File: src/rtl/apb_master_ctrl_if.sv
// Processor request and dual APB bus bundle for apb_master_ctrl.
// master = controller side, slave = processor/bus environment side.
interface apb_master_ctrl_if;
    logic       start;
    logic       p_write;
    logic [1:0] p_sel;
    logic [7:0] p_addr;
    logic [7:0] p_wdata;
    logic [7:0] p_wait_cycles;
    logic [7:0] p_rdata;
    logic       stable;
    logic       busy;
    logic       error;
    logic       apb_write;
    logic [7:0] apb_addr;
    logic [7:0] apb_wdata;
    logic [7:0] apb_wait_cycles;
    logic [1:0] apb1_sel;
    logic       apb1_enable;
    logic       apb1_ready;
    logic [7:0] apb1_rdata;
    logic [1:0] apb2_sel;
    logic       apb2_enable;
    logic       apb2_ready;
    logic [7:0] apb2_rdata;

    modport master (
        input  start, p_write, p_sel, p_addr, p_wdata, p_wait_cycles,
        input  apb1_ready, apb1_rdata, apb2_ready, apb2_rdata,
        output p_rdata, stable, busy, error,
        output apb_write, apb_addr, apb_wdata, apb_wait_cycles,
        output apb1_sel, apb1_enable, apb2_sel, apb2_enable
    );

    modport slave (
        output start, p_write, p_sel, p_addr, p_wdata, p_wait_cycles,
        output apb1_ready, apb1_rdata, apb2_ready, apb2_rdata,
        input  p_rdata, stable, busy, error,
        input  apb_write, apb_addr, apb_wdata, apb_wait_cycles,
        input  apb1_sel, apb1_enable, apb2_sel, apb2_enable
    );
endinterface

File: src/rtl/apb_master_ctrl.sv
// APB master controller: routes single processor requests to one of two
// APB buses with setup/access sequencing and an access-phase timeout.
module apb_master_ctrl #(
    parameter logic [1:0] ID1     = 2'b01,
    parameter logic [1:0] ID2     = 2'b10,
    parameter int         TIMEOUT = 16
) (
    input  logic               clk,
    input  logic               reset,
    apb_master_ctrl_if.master  bus
);

    typedef enum logic [1:0] {IDLE, SETUP, ACCESS, DONE} state_t;

    localparam logic [7:0] TLAST = 8'(TIMEOUT - 1);

    state_t     st_q, st_d;
    logic       wr_q, wr_d;
    logic [1:0] sel_q, sel_d;
    logic [7:0] addr_q, addr_d;
    logic [7:0] wdata_q, wdata_d;
    logic [7:0] wait_q, wait_d;
    logic [7:0] rdata_q, rdata_d;
    logic [7:0] cnt_q, cnt_d;
    logic       err_q, err_d;

    logic       tgt1, tgt2, act, rdy;
    logic [7:0] rbus;

    // bus 1 wins if both IDs are equal
    assign tgt1 = (sel_q == ID1);
    assign tgt2 = !tgt1 && (sel_q == ID2);
    assign rdy  = tgt1 ? bus.apb1_ready : bus.apb2_ready;
    assign rbus = tgt1 ? bus.apb1_rdata : bus.apb2_rdata;
    assign act  = (st_q == SETUP) || (st_q == ACCESS);

    // state and transfer latches
    always_ff @(posedge clk or negedge reset) begin
        if (!reset) begin
            st_q    <= IDLE;
            wr_q    <= 1'b0;
            sel_q   <= 2'b00;
            addr_q  <= 8'h00;
            wdata_q <= 8'h00;
            wait_q  <= 8'h00;
            rdata_q <= 8'h00;
            cnt_q   <= 8'h00;
            err_q   <= 1'b0;
        end else begin
            st_q    <= st_d;
            wr_q    <= wr_d;
            sel_q   <= sel_d;
            addr_q  <= addr_d;
            wdata_q <= wdata_d;
            wait_q  <= wait_d;
            rdata_q <= rdata_d;
            cnt_q   <= cnt_d;
            err_q   <= err_d;
        end
    end

    // next-state, latch updates, timeout tracking
    always_comb begin
        st_d    = st_q;
        wr_d    = wr_q;
        sel_d   = sel_q;
        addr_d  = addr_q;
        wdata_d = wdata_q;
        wait_d  = wait_q;
        rdata_d = rdata_q;
        cnt_d   = cnt_q;
        err_d   = err_q;
        unique case (st_q)
            IDLE: begin
                if (bus.start) begin
                    wr_d    = bus.p_write;
                    sel_d   = bus.p_sel;
                    addr_d  = bus.p_addr;
                    wdata_d = bus.p_wdata;
                    wait_d  = bus.p_wait_cycles;
                    err_d   = 1'b0;
                    if (bus.p_sel == ID1 || bus.p_sel == ID2) begin
                        st_d = SETUP;
                    end else begin
                        err_d   = 1'b1;
                        rdata_d = 8'h00;
                        st_d    = DONE;
                    end
                end
            end
            SETUP: begin
                cnt_d = 8'h00;
                st_d  = ACCESS;
            end
            ACCESS: begin
                if (rdy) begin
                    if (!wr_q) rdata_d = rbus;
                    st_d = DONE;
                end else if (cnt_q == TLAST) begin
                    err_d = 1'b1;
                    if (!wr_q) rdata_d = 8'h00;
                    st_d = DONE;
                end else begin
                    cnt_d = cnt_q + 8'd1;
                end
            end
            DONE: st_d = IDLE;
            default: st_d = IDLE;
        endcase
    end

    // bus and processor outputs decoded from state and latches
    always_comb begin
        bus.p_rdata         = rdata_q;
        bus.error           = err_q;
        bus.stable          = (st_q == DONE);
        bus.busy            = (st_q != IDLE);
        bus.apb_write       = wr_q;
        bus.apb_addr        = addr_q;
        bus.apb_wdata       = wdata_q;
        bus.apb_wait_cycles = wait_q;
        bus.apb1_sel        = (act && tgt1) ? sel_q : 2'b00;
        bus.apb2_sel        = (act && tgt2) ? sel_q : 2'b00;
        bus.apb1_enable     = (st_q == ACCESS) && tgt1;
        bus.apb2_enable     = (st_q == ACCESS) && tgt2;
    end

endmodule

File: src/flat_wrapper.sv
// flat-port wrapper written by rule: the top's interface ports become plain ports
module apb_master_ctrl_flat 
#(
    parameter logic [1:0] ID1     = 2'b01,
    parameter logic [1:0] ID2     = 2'b10,
    parameter int         TIMEOUT = 16
)
  (clk, reset, bus_start, bus_p_write, bus_p_sel, bus_p_addr, bus_p_wdata, bus_p_wait_cycles, bus_apb1_ready, bus_apb1_rdata, bus_apb2_ready, bus_apb2_rdata, bus_p_rdata, bus_stable, bus_busy, bus_error, bus_apb_write, bus_apb_addr, bus_apb_wdata, bus_apb_wait_cycles, bus_apb1_sel, bus_apb1_enable, bus_apb2_sel, bus_apb2_enable);
  apb_master_ctrl_if bus_i ();
  input  logic clk;
  input  logic reset;
  input wire logic [$bits(bus_i.start)-1:0] bus_start;
  input wire logic [$bits(bus_i.p_write)-1:0] bus_p_write;
  input wire logic [$bits(bus_i.p_sel)-1:0] bus_p_sel;
  input wire logic [$bits(bus_i.p_addr)-1:0] bus_p_addr;
  input wire logic [$bits(bus_i.p_wdata)-1:0] bus_p_wdata;
  input wire logic [$bits(bus_i.p_wait_cycles)-1:0] bus_p_wait_cycles;
  input wire logic [$bits(bus_i.apb1_ready)-1:0] bus_apb1_ready;
  input wire logic [$bits(bus_i.apb1_rdata)-1:0] bus_apb1_rdata;
  input wire logic [$bits(bus_i.apb2_ready)-1:0] bus_apb2_ready;
  input wire logic [$bits(bus_i.apb2_rdata)-1:0] bus_apb2_rdata;
  output wire logic [$bits(bus_i.p_rdata)-1:0] bus_p_rdata;
  output wire logic [$bits(bus_i.stable)-1:0] bus_stable;
  output wire logic [$bits(bus_i.busy)-1:0] bus_busy;
  output wire logic [$bits(bus_i.error)-1:0] bus_error;
  output wire logic [$bits(bus_i.apb_write)-1:0] bus_apb_write;
  output wire logic [$bits(bus_i.apb_addr)-1:0] bus_apb_addr;
  output wire logic [$bits(bus_i.apb_wdata)-1:0] bus_apb_wdata;
  output wire logic [$bits(bus_i.apb_wait_cycles)-1:0] bus_apb_wait_cycles;
  output wire logic [$bits(bus_i.apb1_sel)-1:0] bus_apb1_sel;
  output wire logic [$bits(bus_i.apb1_enable)-1:0] bus_apb1_enable;
  output wire logic [$bits(bus_i.apb2_sel)-1:0] bus_apb2_sel;
  output wire logic [$bits(bus_i.apb2_enable)-1:0] bus_apb2_enable;
  assign bus_i.start = bus_start;
  assign bus_i.p_write = bus_p_write;
  assign bus_i.p_sel = bus_p_sel;
  assign bus_i.p_addr = bus_p_addr;
  assign bus_i.p_wdata = bus_p_wdata;
  assign bus_i.p_wait_cycles = bus_p_wait_cycles;
  assign bus_i.apb1_ready = bus_apb1_ready;
  assign bus_i.apb1_rdata = bus_apb1_rdata;
  assign bus_i.apb2_ready = bus_apb2_ready;
  assign bus_i.apb2_rdata = bus_apb2_rdata;
  assign bus_p_rdata = bus_i.p_rdata;
  assign bus_stable = bus_i.stable;
  assign bus_busy = bus_i.busy;
  assign bus_error = bus_i.error;
  assign bus_apb_write = bus_i.apb_write;
  assign bus_apb_addr = bus_i.apb_addr;
  assign bus_apb_wdata = bus_i.apb_wdata;
  assign bus_apb_wait_cycles = bus_i.apb_wait_cycles;
  assign bus_apb1_sel = bus_i.apb1_sel;
  assign bus_apb1_enable = bus_i.apb1_enable;
  assign bus_apb2_sel = bus_i.apb2_sel;
  assign bus_apb2_enable = bus_i.apb2_enable;
  apb_master_ctrl #(.ID1(ID1), .ID2(ID2), .TIMEOUT(TIMEOUT)) u_core (.clk(clk), .reset(reset), .bus(bus_i));
endmodule
File: config.mk
export PLATFORM = sky130hd
export DESIGN_NAME = apb_master_ctrl_flat
export DESIGN_NICKNAME = d
export VERILOG_FILES = /design/src/rtl/apb_master_ctrl_if.sv /design/src/rtl/apb_master_ctrl.sv /design/src/flat_wrapper.sv
export SDC_FILE = /design/constraint.sdc
export NUM_CORES = 1
export LEC_CHECK = 0
export BUFFER_PORTS_ARGS = -buffer_cell sky130_fd_sc_hd__buf_2
export CAP_MARGIN = 10
export CORE_ASPECT_RATIO = 2
export CORE_MARGIN = 2
export CORE_UTILIZATION = 48
export CTS_BUF_LIST = sky130_fd_sc_hd__clkbuf_8 sky130_fd_sc_hd__clkbuf_16
export DETAILED_ROUTE_END_ITERATION = 10
export GPL_TIMING_DRIVEN = 0
export PLACE_DENSITY = 0.89
export SYNTH_ARGS = -nofsm -noshare
export SYNTH_HDL_FRONTEND = slang
export SYNTH_SLANG_ARGS = --single-unit
export TNS_END_PERCENT = 50
File: constraint.sdc
create_clock -name clk -period 1.9 [get_ports clk]
set_input_delay 0.19 -clock clk [delete_from_list [all_inputs] [get_ports clk]]
set_output_delay 0.19 -clock clk [all_outputs]
set_load 0.05 [all_outputs]
==> run metrics <==
Final ANT Viol Nets 0; chip width 51.5 um; WL/cell 16.1 um; Worst Max-Slew Pin Slew 0.984 ns; R2R cell count 7; Final #Nets 329; Crit-path slowest cell or4_1; die footprint 5090 um2; Final Setup Violations 0; Peak VDD IR 0.00162 V; vias 1767; xor/xnor cell area share of the yosys netlist 0.405%; first-pass GRT wire length 8450 um; compound-gate portion of the synthesized area 6.71%; GPL Wtd Cong 0.821; CTS H-tree depth 2; multiplexer share of the synthesized area 22.5%; dominant synthesized flop cell dfrtp_1; layout cell share with drive strength beyond 1 54.0%; Hold Violations, Final 0; clk_lat worst skew 0.30 ns; maxcap violations 0; Initial Utilization 49.9%; Worst R2R Setup Slack 0.04 ns; 1st-iter DRT viols 34; GRT overflow 0; CTS clk-pin slew, worst paths 0.08 ns; pre-CTS setup slack -0.0519 ns; vias in the first global route 1900; die height 98.9 um; simple-gate portion of the synthesized area 9.08%; #FFs+latches synth 46; DRC 0; PortBufs 87; Crit Path Class flip-flop to flip-flop; Setup TNS 0 ns; Slew Limit Fails 0; min-delay worst type input pin to async pin; min setup slack post-route 0.0419 ns; synthesized cell area 2160 um2; Site Rows 34; CP max stage delay 0.51 ns; TritonCTS clock tree done; Req. time, crit path 2.13 ns; utilization after layout 66.6%; P_leak 1.45 nW; Area growth syn-to-layout 33.5%; critical path launch point type flip-flop; async set or reset register ratio after synthesis 100%; Ant. Diodes 0; routed wire length 5310 um; Worst R2R End u_core.cnt_q[4]; CTS Buf Count 5; clk sinks 46; post-route minimum period 1.86 ns; CP Max Fanout 6; largest family of logic cells by synthesized area multiplexers; YS warnings 0; initial antenna violation count 0; hpwl dp 3850 um; Pre-antenna DRT Iters 6; Synth cell types 32; status complete, no violations; core area 4340 um2; commonest non-fill, non-tap cell in the layout buf_2; number of flops mapped to enable cells by yosys 0; crit path cell chain inv_2 -> ha_1 -> buf_6 -> nor2b_4 -> mux2i_4 -> or4_1 -> a21oi_1; commonest cells after routing, fill and taps aside buf_2, dfrtp_1, mux2_2; FMAX 538 MHz; Final Skew 0.00312 ns; WP data arrival 2.09 ns; RR Startpoint u_core.st_q[0]; Vias/cell 5.35; crit share post-route 97.8%; GR Util All Layers 22.0%; adder-cell area share of the yosys netlist 3.47%; I/O pin cnt 90; largest net degree at the start of global routing 47; cells after synthesis 176; post-synthesis sequential area ratio 53.2%; CTS root buf clkbuf_8; crit end category flip-flop; Power Dens Cells 2030 nW/um2; syn_area_per_cell 12.3 um2; CTS max path bufs 2; hold buffers post-CTS 0; Worst slew margin 34.4%
[layer usage]
metal | routed length (um) | vias to the layer above | track usage [%] | share of wire (%)
met5 | 0 | - | 0 | 0
met4 | 218 | 0 | 11.7 | 4.1
met3 | 283 | 22 | 5.30 | 5.3
met2 | 3070 | 71 | 39.3 | 58
met1 | 1740 | 860 | 22.7 | 33
li1 | - | 814 | - | -
[registers in the layout, summed over array words and instances, names as in the netlist]
signal / flops
u_core.bus.apb_wdata: 8
u_core.cnt_q: 8
u_core.bus.apb_wait_cycles: 8
u_core.bus.apb_addr: 8
u_core.st_q: 2
u_core.sel_q: 2
u_core.bus.p_rdata: 8
u_core.bus.apb_write: 1
u_core.bus.error: 1
[Yosys cell counts, types with 2 or more instances]
cell type  instances  share of area [%]
o21ai_0            2               0.46
nand2_1           11                1.9
a21oi_1            3               0.69
buf_4              3                1.0
dfrtp_1           46                 53
nor3b_1            2               0.69
ha_1               6                3.5
a31o_2             2               0.81
mux2i_1           16                7.4
buf_2              5                1.2
nor2b_1            3               0.87
and2_1             3               0.87
nand3_1            5                1.2
and3_1             2               0.58
o22ai_1            9                2.6
inv_1             13                2.3
or3_1              2               0.58
mux2_2            29                 15
[worst max-delay path by stage]
| stage | from | end | cells after the start | slack, ns |
|---|---|---|---|---|
| finish | u_core.st_q[0] | u_core.cnt_q[4] | 7 | 0.04 |
| global route | u_core.st_q[0] | u_core.cnt_q[4] | 7 | -0.04 |
| CTS | u_core.st_q[1] | u_core.bus.p_rdata[0] | 7 | 0.009 |
| detailed placement | u_core.st_q[0] | u_core.bus.p_rdata[0] | 7 | -0.05 |
| global placement | u_core.st_q[0] | u_core.bus.p_rdata[2] | 7 | 0.002 |
| floorplan | u_core.st_q[0] | u_core.cnt_q[4] | 7 | 0.15 |
[what timing repair did]
action | in CTS | in global routing
setup endpoints to repair | 31 | 37
gates cloned | 0 | 1
gates resized for setup | 11 | 13
pin swaps | 0 | 2
setup buffers | 0 | 3
[critical path: cells and delay by family, from the launching register on]
family,cells,cell delay (ns)
AND/OR/NAND/NOR,2,0.68
flip-flops,1,0.43
buffers and inverters,2,0.25
adder cells (fa/ha/maj),1,0.21
AO/OA/AOI/OAI,1,0.13
multiplexers,1,0.10
[stage by stage]
stage | hold WS [ns] | total power (W) | instances | area [um2]
after detailed placement | 0.409 | 0.00499 | 318 | 2680
final | 0.0464 | 0.00585 | 330 | 2890
after CTS | 0.0872 | 0.00568 | 326 | 2810
after global placement | 0.402 | 0.00487 | 318 | 2680
after floorplan | -0.106 | 0.00422 | 177 | 2170
after global routing | 0.108 | 0.00613 | 330 | 2890
[kinds of logic (layout without fill, tap and decap cells)]
group | after synthesis | after routing
mux | 45 | 45
flops | 46 | 46
simple gates | 36 | 36
buf+inv | 21 | 120
other cells | 1 | 2
compound gates | 20 | 20
fa+ha+maj | 6 | 6
xor+xnor | 1 | 1
[area by class of cell]
class | instances | area, um2
inverters | 13 | 48.8
well taps | 54 | 67.6
fillers | 341 | 1450
multi-input cells | 110 | 985
flip-flops and latches | 46 | 1150
clock buffers | 6 | 82.6
clock inverters | 2 | 12.5
repair buffers | 91 | 474
plain buffers | 8 | 67.6
[power by group]
part	leakage (nW)	internal, W	switching, W
clock network	0.0472	0.000292	0.000324
logic	0.835	0.00115	0.00239
registers	0.571	0.00141	0.000277
total	1.45	0.00286	0.00299
No activity file was read; power rests on OpenSTA's default activity.
